File: config.mk
export PLATFORM = sky130hd
export DESIGN_NAME = muldiv_unit
export DESIGN_NICKNAME = d
export VERILOG_FILES = /design/src/rtl/muldiv_pkg.sv /design/src/rtl/muldiv_step.sv /design/src/rtl/muldiv_unit.sv
export SDC_FILE = /design/constraint.sdc
export NUM_CORES = 1
export LEC_CHECK = 0
export ABC_AREA = 1
export CAP_MARGIN = 30
export CORE_ASPECT_RATIO = 0.75
export CORE_MARGIN = 8
export CORE_UTILIZATION = 40
export DETAILED_ROUTE_END_ITERATION = 10
export PLACE_DENSITY_LB_ADDON = 0.1
export SYNTH_ARGS = -nofsm -noshare
export SYNTH_HDL_FRONTEND = slang
export SYNTH_SLANG_ARGS = --single-unit
File: constraint.sdc
create_clock -name clk -period 4.84 [get_ports clk]
set_clock_uncertainty 0.05 [all_clocks]
set_input_delay 0.726 -clock clk [delete_from_list [all_inputs] [get_ports clk]]
set_output_delay 0.726 -clock clk [all_outputs]
set_load 0.03 [all_outputs]
File: src/rtl/muldiv_pkg.sv
// Shared constants for the iterative RV32M/RV64M multiply/divide unit.
// ALUControl also uses the opcode/funct7 pair to decode M-extension ops.
package muldiv_pkg;

    localparam logic [2:0] OP_MUL    = 3'b000;
    localparam logic [2:0] OP_MULH   = 3'b001;
    localparam logic [2:0] OP_MULHSU = 3'b010;
    localparam logic [2:0] OP_MULHU  = 3'b011;
    localparam logic [2:0] OP_DIV    = 3'b100;
    localparam logic [2:0] OP_DIVU   = 3'b101;
    localparam logic [2:0] OP_REM    = 3'b110;
    localparam logic [2:0] OP_REMU   = 3'b111;

    localparam logic [1:0] S_IDLE = 2'd0;
    localparam logic [1:0] S_CALC = 2'd1;
    localparam logic [1:0] S_DONE = 2'd2;

    localparam logic [6:0] OPCODE_OP     = 7'b0110011;
    localparam logic [6:0] FUNCT7_MULDIV = 7'b0000001;

    // funct3[2] separates the divide group from the multiply group.
    function automatic logic is_div_op(input logic [2:0] f3);
        return f3[2];
    endfunction

endpackage

File: src/rtl/muldiv_step.sv
// One iteration of the bit-serial datapath: shift-add for multiply,
// restoring shift-subtract for divide.
module muldiv_step
    import muldiv_pkg::*;
#(
    parameter int XLEN = 32
) (
    input  logic [XLEN-1:0] acc,
    input  logic [XLEN-1:0] shreg,
    input  logic [XLEN-1:0] operand,
    input  logic            div_mode,
    output logic [XLEN-1:0] acc_next,
    output logic [XLEN-1:0] shreg_next
);

    logic [XLEN:0]   sum;
    logic [XLEN:0]   rem_sh;
    logic [XLEN-1:0] diff;
    logic            fits;

    always_comb begin
        // Multiply: {acc, shreg} holds the partial product, the multiplier drains out of shreg.
        sum    = {1'b0, acc} + (shreg[0] ? {1'b0, operand} : '0);
        // Divide: acc is the partial remainder, shreg shifts dividend bits out and quotient bits in.
        rem_sh = {acc, shreg[XLEN-1]};
        fits   = (rem_sh >= {1'b0, operand});
        diff   = rem_sh[XLEN-1:0] - operand;

        acc_next   = sum[XLEN:1];
        shreg_next = {sum[0], shreg[XLEN-1:1]};
        if (div_mode) begin
            acc_next   = fits ? diff : rem_sh[XLEN-1:0];
            shreg_next = {shreg[XLEN-2:0], fits};
        end
    end

endmodule

File: src/rtl/muldiv_unit.sv
// Iterative M-extension unit: handshake in, XLEN serial steps (or a fast path),
// sign correction, handshake out.
module muldiv_unit
    import muldiv_pkg::*;
#(
    parameter int XLEN  = 32,
    parameter int CNT_W = 6
) (
    input  logic            clk,
    input  logic            rst_n,
    input  logic            in_valid,
    output logic            in_ready,
    input  logic [2:0]      funct3,
    input  logic [XLEN-1:0] A,
    input  logic [XLEN-1:0] B,
    input  logic            flush,
    output logic            out_valid,
    input  logic            out_ready,
    output logic [XLEN-1:0] result,
    output logic            busy
);

    localparam logic [CNT_W-1:0] LAST = CNT_W'(XLEN - 1);

    function automatic logic [XLEN-1:0] magnitude(input logic [XLEN-1:0] v, input logic is_signed);
        logic signed [XLEN-1:0] sv;
        sv = $signed(v);
        if (is_signed && sv < 0) return $unsigned(-sv);
        return v;
    endfunction

    function automatic logic [XLEN-1:0] neg_x(input logic [XLEN-1:0] v, input logic neg);
        return neg ? ('0 - v) : v;
    endfunction

    function automatic logic [2*XLEN-1:0] neg_2x(input logic [2*XLEN-1:0] v, input logic neg);
        return neg ? ('0 - v) : v;
    endfunction

    logic [1:0]        state;
    logic [CNT_W-1:0]  count;
    logic [2:0]        op;
    logic              neg_res;
    logic [XLEN-1:0]   acc;
    logic [XLEN-1:0]   shreg;
    logic [XLEN-1:0]   operand;
    logic [XLEN-1:0]   step_acc;
    logic [XLEN-1:0]   step_shreg;

    logic              accept;
    logic              div_in;
    logic              a_sgn;
    logic              b_sgn;
    logic              a_neg;
    logic              b_neg;
    logic [XLEN-1:0]   mag_a;
    logic [XLEN-1:0]   mag_b;
    logic              fast;
    logic [XLEN-1:0]   fast_result;
    logic [2*XLEN-1:0] prod;
    logic [XLEN-1:0]   final_result;

    assign in_ready  = (state == S_IDLE);
    assign out_valid = (state == S_DONE);
    assign busy      = (state != S_IDLE);
    assign accept    = in_valid && in_ready && !flush;

    always_comb begin
        div_in = is_div_op(funct3);
        a_sgn  = (funct3 == OP_MUL) || (funct3 == OP_MULH) || (funct3 == OP_MULHSU)
              || (funct3 == OP_DIV) || (funct3 == OP_REM);
        b_sgn  = (funct3 == OP_MUL) || (funct3 == OP_MULH)
              || (funct3 == OP_DIV) || (funct3 == OP_REM);
        a_neg  = a_sgn && A[XLEN-1];
        b_neg  = b_sgn && B[XLEN-1];
        mag_a  = magnitude(A, a_sgn);
        mag_b  = magnitude(B, b_sgn);

        fast        = 1'b0;
        fast_result = '0;
        if (div_in && B == '0) begin
            fast        = 1'b1;
            fast_result = funct3[1] ? A : '1;
        end else if (!funct3[0] && div_in && A == {1'b1, {(XLEN-1){1'b0}}} && B == '1) begin
            fast        = 1'b1;
            fast_result = funct3[1] ? '0 : A;
        end else if (!div_in && (A == '0 || B == '0)) begin
            fast = 1'b1;
        end
    end

    muldiv_step #(.XLEN(XLEN)) u_step (
        .acc        (acc),
        .shreg      (shreg),
        .operand    (operand),
        .div_mode   (op[2]),
        .acc_next   (step_acc),
        .shreg_next (step_shreg)
    );

    always_comb begin
        prod = neg_2x({step_acc, step_shreg}, neg_res);
        case (op)
            OP_MUL:                       final_result = prod[XLEN-1:0];
            OP_MULH, OP_MULHSU, OP_MULHU: final_result = prod[2*XLEN-1:XLEN];
            OP_DIV, OP_DIVU:              final_result = neg_x(step_shreg, neg_res);
            default:                      final_result = neg_x(step_acc, neg_res);
        endcase
    end

    // Control: FSM, iteration counter and the architecturally visible result.
    always_ff @(posedge clk) begin
        if (!rst_n) begin
            state  <= S_IDLE;
            count  <= '0;
            result <= '0;
        end else if (flush) begin
            state <= S_IDLE;
            count <= '0;
        end else begin
            case (state)
                S_IDLE: begin
                    if (accept) begin
                        count <= '0;
                        if (fast) begin
                            state  <= S_DONE;
                            result <= fast_result;
                        end else begin
                            state <= S_CALC;
                        end
                    end
                end
                S_CALC: begin
                    if (count == LAST) begin
                        state  <= S_DONE;
                        result <= final_result;
                        count  <= '0;
                    end else begin
                        count <= count + CNT_W'(1);
                    end
                end
                S_DONE: begin
                    if (out_ready) state <= S_IDLE;
                end
                default: state <= S_IDLE;
            endcase
        end
    end

    // Datapath: operand latches and serial registers carry no reset.
    always_ff @(posedge clk) begin
        if (accept) begin
            op      <= funct3;
            neg_res <= (div_in && funct3[1]) ? a_neg : (a_neg ^ b_neg);
            acc     <= '0;
            shreg   <= div_in ? mag_a : mag_b;
            operand <= div_in ? mag_b : mag_a;
        end else if (state == S_CALC) begin
            acc   <= step_acc;
            shreg <= step_shreg;
        end
    end

endmodule
### Word-level counts from Yosys, hierarchy flattened

Index checks and enable logic that the tools add are counted.

| cells by class | value |
|---|---|
| $add $sub $neg | 8 |
| order comparisons | 3 |
| equal/unequal tests | 18 |
| muxes and demuxes | 38 |
| bitwise gates (word level) | 3 |
| reductions and logical operators | 36 |

Operator list:

| cell | number |
|---|---|
| two-way mux 32 bit | 21 |
| case mux 32 bit (3 select lines) | 1 |
| equality test 32 bit (second input constant) | 2 |
| logical NOT 32 bit | 2 |
| < comparator 32 x 1 -> 1 bit (second input constant) | 2 |
| two-way mux 64 bit | 1 |
| negation 32 bit | 2 |
| case mux 32 bit (2 select lines) | 1 |
| subtractor 1 x 32 -> 32 bit (first input constant) | 2 |
| subtractor 1 x 64 -> 64 bit (first input constant) | 1 |
| adder 32 x 33 -> 33 bit | 1 |
| >= comparator 33 x 32 -> 1 bit | 1 |
| subtractor 32 bit | 1 |
| equality test 3 bit (second input constant) | 4 |
| logical AND 1 bit | 12 |
| two-way mux 6 bit | 2 |
| case mux 6 bit (2 select lines) | 1 |
| equality test 3 x 2 -> 1 bit (second input constant) | 3 |
| two-way mux 2 bit | 4 |
| logical OR 1 bit | 7 |
| adder 6 x 1 -> 6 bit (second input constant) | 1 |
| equality test 3 x 1 -> 1 bit (second input constant) | 2 |
| equality test 6 x 5 -> 1 bit (second input constant) | 1 |
| logical NOT 3 bit | 2 |
| other kinds (16) | 29 |

| word-level totals | value |
|---|---|
| bits in registers | 140 |
| output and inout port bits | 35 |
| word-level logic and storage cells | 114 |

### Longest topological paths before layout

| logic depth | value |
|---|---|
| depth in word-level cells | 10 |
| mapped depth | 32 |

### Hierarchy

From an unflattened synthesis, not the netlist that was laid out.

| unflattened totals | value |
|---|---|
| cell total of the unflattened synthesis | 3320 |
| area, all modules | 18417.7 µm² |

By module, submodules not included:

| module | instances | cells each | area each (µm²) |
|---|---|---|---|
| muldiv_unit | 1 | 2032 | 12201.7 |
| muldiv_step | 1 | 1288 | 6216.0 |

### Least setup slack after synthesis

No wires, ideal clock.

| timing path | value |
|---|---|
| kind | reg-to-reg |
| start | register operand[13] |
| end | register result[24] |
| arrival | 3.301 ns |
| required time | 4.673 ns |
| slack | 1.372 ns |
| cell stages (with the launch flop) | 29 |
| clock period less this slack | 3.468 ns |
| cell sequence | edfxtp_1 > inv_1 > ha_1 > nand2_1 > inv_2 > nand2_2 > inv_2 > nand2_1 > nand2_1 > inv_2 > nand3_2 > nand3_4 > buf_6 > nand3_2 > nand2_2 > ha_1 > nand2_1 > nor2_2 > nand4_2 > nor4_2 > nand3_1 > nor2_1 > nor2_1 > nor2_2 > nand3_1 > nand3_1 > nand2_1 > a21oi_1 > nor2_1 |

| between the ends | value |
|---|---|
| longest elaborated chain between the ends | 8 |
| elaborated cells between the ends (all ways) | 16 |

Ends and longest elaborated chain:

| what | RTL line | text |
|---|---|---|
| start, declared | muldiv_unit.sv:46 | `logic [XLEN-1:0] operand;` |
| start signal, assigned | muldiv_unit.sv:157 | `operand <= div_in ? mag_b : mag_a;` |
| two-way mux 32 bit (tied with other cells) | muldiv_step.sv:23 | `sum = {1'b0, acc} + (shreg[0] ? {1'b0, operand} : '0);` |
| adder 32 x 33 -> 33 bit / two-way mux 32 bit (equally long branches) | muldiv_step.sv:23, muldiv_step.sv:32 |  |
| two-way mux 32 bit | muldiv_step.sv:31 | `if (div_mode) begin` |
| subtractor 1 x 64 -> 64 bit / subtractor 1 x 32 -> 32 bit (equally long branches) | muldiv_unit.sv:37, muldiv_unit.sv:33 |  |
| two-way mux 64 bit / two-way mux 32 bit (equally long branches) | muldiv_unit.sv:37, muldiv_unit.sv:33 |  |
| case mux 32 bit (3 select lines) (*) | muldiv_unit.sv:103 | `case (op)` |
| two-way mux 32 bit (*) | muldiv_unit.sv:134 | `if (count == LAST) begin` |
| case mux 32 bit (2 select lines) (*) | muldiv_unit.sv:121 | `case (state)` |
| end signal, assigned | muldiv_unit.sv:127 | `result <= fast_result;` |
| end signal, assigned | muldiv_unit.sv:136 | `result <= final_result;` |
| end, declared | muldiv_unit.sv:19 | `output logic [XLEN-1:0] result,` |

Every way passes the cells marked *; elsewhere a longest branch is shown, timed or not. The select of a mux whose other input is x is not followed.
A chain may end at the register's enable or synchronous reset.

### Worst setup path after layout

| timing path | value |
|---|---|
| start | register acc[6] |
| end | register result[20] |

| between the ends | value |
|---|---|
| longest elaborated chain between the ends | 8 |
| elaborated cells between the ends (all ways) | 15 |

Ends and longest elaborated chain:

| what | RTL line | text |
|---|---|---|
| start, declared | muldiv_unit.sv:44 | `logic [XLEN-1:0] acc;` |
| start signal, assigned | muldiv_unit.sv:159 | `acc <= step_acc;` |
| subtractor 32 bit / >= comparator 33 x 32 -> 1 bit (equally long branches) | muldiv_step.sv:27, muldiv_step.sv:26 |  |
| two-way mux 32 bit | muldiv_step.sv:32 | `acc_next = fits ? diff : rem_sh[XLEN-1:0];` |
| two-way mux 32 bit | muldiv_step.sv:31 |  |
| subtractor 1 x 64 -> 64 bit / subtractor 1 x 32 -> 32 bit (equally long branches) | muldiv_unit.sv:37, muldiv_unit.sv:33 |  |
| two-way mux 64 bit / two-way mux 32 bit (equally long branches) | muldiv_unit.sv:37, muldiv_unit.sv:33 |  |
| case mux 32 bit (3 select lines) (*) | muldiv_unit.sv:103 |  |
| two-way mux 32 bit (*) | muldiv_unit.sv:134 |  |
| case mux 32 bit (2 select lines) (*) | muldiv_unit.sv:121 |  |

Marked as above.

==> results.yml <==
run_status:
  status: "complete, no violations"
timing:
  finalHoldViolations: 0
  fin_crit_sh_pct: 94.4
  rsz0062_at_grt: "no"
  final-setup-viol-count: 0
  fin_crit_ps: 4570
  worst_pin_slew_ps: 1030
  tns_ps: 0
  slew_viol_final: 0
  maxSlewHeadroom_pct: 30.4
  fmax_mhz: 219
yosys:
  yosysTopAreaCellShare_pct: 18.8
  synth_sequential_area_ratio_pct: 20.3
  synth_area_leaders: "nand2_1 (19%), edfxtp_1 (12%), inv_1 (9.3%)"
  async_flop_share_pct: 0
  syn_area_per_cell_um2: 5.83
  ys_ff_latch: 140
  synth_nets: 3095
  netlist_area_mm2: 0.0172
  ys_types: 58
  post_synth_inst_count: 2951
  ys.warnings.count: 0
  yosysTopAreaCell: "nand2_1"
  synth-edff-count: 68
  ys.flop_type: "dfxtp_1"
cts:
  cts_tree: "yes"
  cts_buffers: 17
  cts_hold_buf: 0
  clock_path_buffers: 2
  clk_pin_slew_ps: 80
  cts_root_buffer: "clkbuf_16"
  cts_sinks: 140
  htreeDepth: 4
  clkLatencyLatePin_ps: 470
global_routing:
  grt_util_met1_pct: 48.0
  grt_pass1_wl_mm: 120
  grt_max_degree: 90
  grtUsageMet3_pct: 10.4
  grt_use_met2_pct: 40.3
  grt_overflow_total: 0
  antenna_found_initial: 3
  grt_use_total_pct: 31.4
  grt_most_used_layer: "met1"
  grt_pass1_vias: 18300
worst_setup_path:
  path_max_fanout: 5
  arrival_ps: 4880
  path_common_cell: "nand2_1"
  r2r_setup_slack_ps: 270
  worstSetupStartpointType: "flop"
  cp-end-kind: "flop"
  cpPeakStageDelay_ps: 570
  cp_slowest_cell: "dfxtp_1"
  critical_path_required_ps: 5150
  critPathTopFamily: "simple AND/OR/NAND/NOR gates"
  r2r_start: "acc[6]"
  cp-startpoint: "acc[6]"
  crit_buf_inv: 3
  crit_type: "flop to flop"
floorplanning:
  fp.dieW_um: 255
  die-area_mm2: 0.0499
  pin_count: 107
  start_util_pct: 40.7
  die_h_um: 196
  row_count: 65
  core_area_mm2: 0.0422
placed_design:
  gp_congestion: 1.06
  place_hpwl_mm: 67.6
  io_buffers: 106
power_and_ir_drop:
  leakage_nw: 9.68
  p_per_area_mw_per_mm2: 294
  ir_worst_vdd_v: 0.000288
  p_total_mw: 5.76
hold_path:
  worstHoldStart: "count[1]"
  hold_path_class: "flop to flop"
final_layout:
  final_nets: 3178
  syn2layout_area_growth_pct: 14.1
  drive_gt1_share_pct: 8.20
  fillers: 4556
job:
  timing.max_cap.violations: 0
drt:
  via_count: 20500
  drc_errors: 0
  viasPerCell: 5.66
  drt_pass1_iterations: 7
  drt_iter0_drc: 3044
  ant_nets: 0
  detail_route.wl_per_cell_um: 22.6
  wirelength_mm: 81.9
metrics by stage:
stage / cells / setup slack (ps) / utilization, % / area (um2) / hold WS (ps)
6_report: 3617 / 270 / 46.5 / 19600 / 438
5_1_grt: 3616 / 2.10 / 46.5 / 19600 / 476
4_1_cts: 3614 / 289 / 46.4 / 19600 / 441
3_5_place_dp: 3582 / 333 / 44.9 / 19000 / 429
3_3_place_gp: 3580 / 421 / 44.8 / 18900 / 419
2_1_floorplan: 2951 / 1370 / - / 17200 / 408
cell usage after synthesis, drive strengths merged, types with 19 or more instances:
cell type	number
nand2	906
inv	446
nor2	309
o21ai	245
nand3	243
a21oi	143
xor2	87
dfxtp	72
ha	70
edfxtp	68
clkbuf	63
nand4	55
buf	37
nor3	37
o22ai	31
or2	19
registers in the layout, summed over array words and instances, names as in the netlist:
name and flops:
acc 32, count 6, neg_res 1, op 3
operand 32, result 32, shreg 32, state 2
cells in the final DEF (no fill, tap or decap), types with 20 or more instances in the layout:
cell             instances
xor2_1                  87
nand4_1                 52
clkdlybuf4s50_1        105
nor3_1                  33
buf_4                   54
nand3_1                222
o21ai_1                 28
dfxtp_1                 71
ha_1                    70
o21ai_0                214
inv_2                   22
nand2_2                 41
nor2_2                  29
a21oi_1                141
edfxtp_1                68
nor2_1                 271
o22ai_1                 31
nand2_1                861
nand3_2                 20
inv_1                  425
routing by layer:
metal / routed length (um) / part of all wire [%]
met2: 30200 / 37
met5: 14 / 0.017
met4: 2080 / 2.5
met1: 38600 / 47
met3: 11000 / 13
worst min-delay path, cell delays in order, from the launching register on:
cell and delay, ps:
dfxtp_1 330, nand2_1 70, a21oi_1 50
what timing repair did:
item | in CTS | in global routing
setup buffers | 0 | 1
setup endpoints to repair | 0 | 12
resized for setup | 0 | 1
power breakdown:
| group | switching, mW | internal [mW] | total, mW |
|---|---|---|---|
| logic | 2.01 | 0.830 | 2.84 |
| registers | 0.123 | 1.35 | 1.47 |
| clock network | 0.655 | 0.793 | 1.45 |
| total | 2.79 | 2.97 | 5.76 |
final timing paths:
kind	to	cells past startpoint
worst max-delay path	result[20]	28
worst min-delay path	count[1]	2
worst max register to register	result[20]	28
worst min register to register	count[1]	2
cell families (layout without fill, tap and decap cells):
kind of cell,Yosys count,after routing,share of synthesized area [%]
AOI/OAI and AO/OA,483,483,15.3
DFF,140,140,20.3
buffers and inverters,550,646,12.6
xor gates and xnor gates,105,105,5.35
adders and majority gates,72,72,5.33
and+or+nand+nor,1601,1601,41.2
other,0,1,0
layout make-up:
type	count	area [um2]	area share (%)
multi-input combinational	2261	11600	58.9
sequential	140	3480	17.8
antenna	1	2.50	0.0128
clock inverter	13	144	0.733
inverter	450	1690	8.61
clock buffer	19	475	2.42
tap	569	712	3.63
timing repair buffer	164	1560	7.97
No activity file was read; power rests on OpenSTA's default activity.
==> patch: new RTL, same settings <==
The parameter `CNT_W` goes from 6 to 5.
--- a/src/rtl/muldiv_unit.sv
+++ b/src/rtl/muldiv_unit.sv
@@ -5,5 +5,5 @@
 #(
     parameter int XLEN  = 32,
-    parameter int CNT_W = 6
+    parameter int CNT_W = 5
 ) (
     input  logic            clk,
Check against the original RTL: no difference found for any inputs over 4 cycles, from zero or initial values and one cycle with rst_n low; that may be too few to reach the edited logic, so the function may still have changed.
==> patch against the unedited design <==
Power up 2.4%; synthesized cell count is essentially flat; final area shrank 0.43%; sequential cell count is 1 lower; setup slack got worse by 0.14 ns; wire length grew 6.7%; area after synthesis decreased by 0.58%; clock power shrank 3%; largest cell class unchanged.
==> patch: results <==
group,metric,value,unit
outcome,status,"finished, final reports clean",
placed_design,gp_congestion,1.11,
sta,holdWs,0.419,ns
detailed_routing,first_pass_iters,8,
detailed_routing,vias,20800,
detailed_routing,drt_iter0_markers,3194,
synth,synth_area_leaders,"nand2_1 18%, edfxtp_1 12%, inv_1 9.2%, dfxtp_1 8.3%, nor2_1 7.4%",
critical_path,worst_path_max_delay_cell,"edfxtp_1",
power_and_ir_drop,switching_power,2.92,mW
grt,grtUsageTotal,34.2,%
final_layout,n_fill_cell,4614,
clock_tree,cts_buffer_depth,2,
placed_design,io_buffers,106,
grt,grt_max_degree,78,
clock_tree,numCtsBuffers,17,
min_path,min_path_type,"reg -> reg",
synth,synth_ff_type,"dfxtp_1",
final_layout,drive_gt1_share,7.33,%
synth,synth_seq_area_share,20.3,%
detailed_routing,wl_per_cell,24.1,um
synth,syn-num-nets,3094,
critical_path,rrSetupSlack,0.13,ns
clock_tree,htree_levels,4,
power_and_ir_drop,leakagePower,9.59,nW
power_and_ir_drop,vdd_drop_max,0.324,mV
sta,tightestPinTransition,0.933,ns
critical_path,cp_max_fo,4,
synth,yosysWarnings,0,
clock_tree,clk_pin_slew,0.07,ns
synth,ys_top_cells_by_count,"827 x nand2_1, 420 x inv_1, 336 x nor2_1, 216 x nand3_1, 199 x o21ai_0",
final_layout,nets,3187,
placed_design,hpwl,72.3,mm
grt,grt_pass1_vias,18500,
synth,synth_edf_count,68,
grt,antenna_found_initial,2,
synth,async_flop_share,0,%
critical_path,slowest_delay,0.48,ns
grt,grt_pass1_wl,126,mm
clock_tree,root_buffer,"clkbuf_16",
synth,yosysUniqueCellTypes,53,
critical_path,arrival,5.00,ns
==> patch: cell types whose count changed in the layout (fill, tap and decap cells not counted), sizes merged, moves of 12 or more <==
cell,before,now
a21oi,143,181
o21ai,245,227
buf,59,71
nand4,55,69
inv,454,435
nand2,906,854
nor2,309,351
==> patch: path summary, 6_finish.rpt <==
check                                               to             startpoint  cells past startpoint
worst max-delay path            result[8]$_SDFFE_PN0P_  operand[23]$_DFFE_PP_                     28
worst min-delay path             count[4]$_SDFFE_PP0P_  count[4]$_SDFFE_PP0P_                      2
worst max register to register  result[8]$_SDFFE_PN0P_  operand[23]$_DFFE_PP_                     28
worst min register to register   count[4]$_SDFFE_PP0P_  count[4]$_SDFFE_PP0P_                      2
==> patch: cell families after synthesis <==
group           share of synthesized area [%]
simple gates                             40.2
buf+inv                                  12.3
compound gates                           16.4
flops                                    20.3
xor+xnor                                 5.38
fa+ha+maj                                5.43
mux                                    0.0586
==> patch: timing repair <==
action                     CTS  global route
gates resized for setup      0             4
setup endpoints to repair    0             6
buffers inserted             0             0
==> patch: cell type report <==
type                       instances  share of cell area, %
clock buffer                      18                   2.25
clock inverter                    14                  0.743
multi-input combinational       2273                   59.0
antenna                            1                 0.0128
timing repair buffer             176                   8.22
sequential                       139                   17.7
tap                              569                   3.64
inverter                         435                   8.38
==> patch: power groups by stage <==
stage | Sequential, mW | Combinational [mW] | Clock, mW
4_1_cts | 1.43 | 2.92 | 1.40
3_3_place_gp | 1.46 | 2.91 | 0
5_1_grt | 1.45 | 3.27 | 1.44
3_5_place_dp | 1.46 | 2.91 | 0
6_report | 1.44 | 3.06 | 1.40
2_1_floorplan | 1.42 | 1.82 | 0
==> patch: per-layer routing <==
| metal | vias up | wire (um) | track usage, % |
|---|---|---|---|
| li1 | 9744 | - | - |
| met3 | 84 | 12900 | 13.9 |
| met4 | 0 | 1380 | 6.42 |
| met2 | 1243 | 32000 | 43.2 |
| met1 | 9734 | 41000 | 52.4 |
| met5 | - | 0 | 0 |
==> patch: through the flow <==
stage	worst slack (ns)	std cells	area, sq um
6_report	0.131	3625	19500
5_1_grt	0.00596	3624	19500
4_1_cts	0.250	3623	19500
3_5_place_dp	0.286	3591	18900
3_3_place_gp	0.302	3591	18900
2_1_floorplan	1.25	2949	17100
==> patch: worst max-delay path: cells and delay by family (launching register included) <==
kind / cells / cell delay (ns)
AND/OR/NAND/NOR: 17 / 2.20
AO/OA/AOI/OAI: 5 / 0.92
adder cells (fa/ha/maj): 2 / 0.53
flip-flops: 1 / 0.48
buffers and inverters: 4 / 0.39
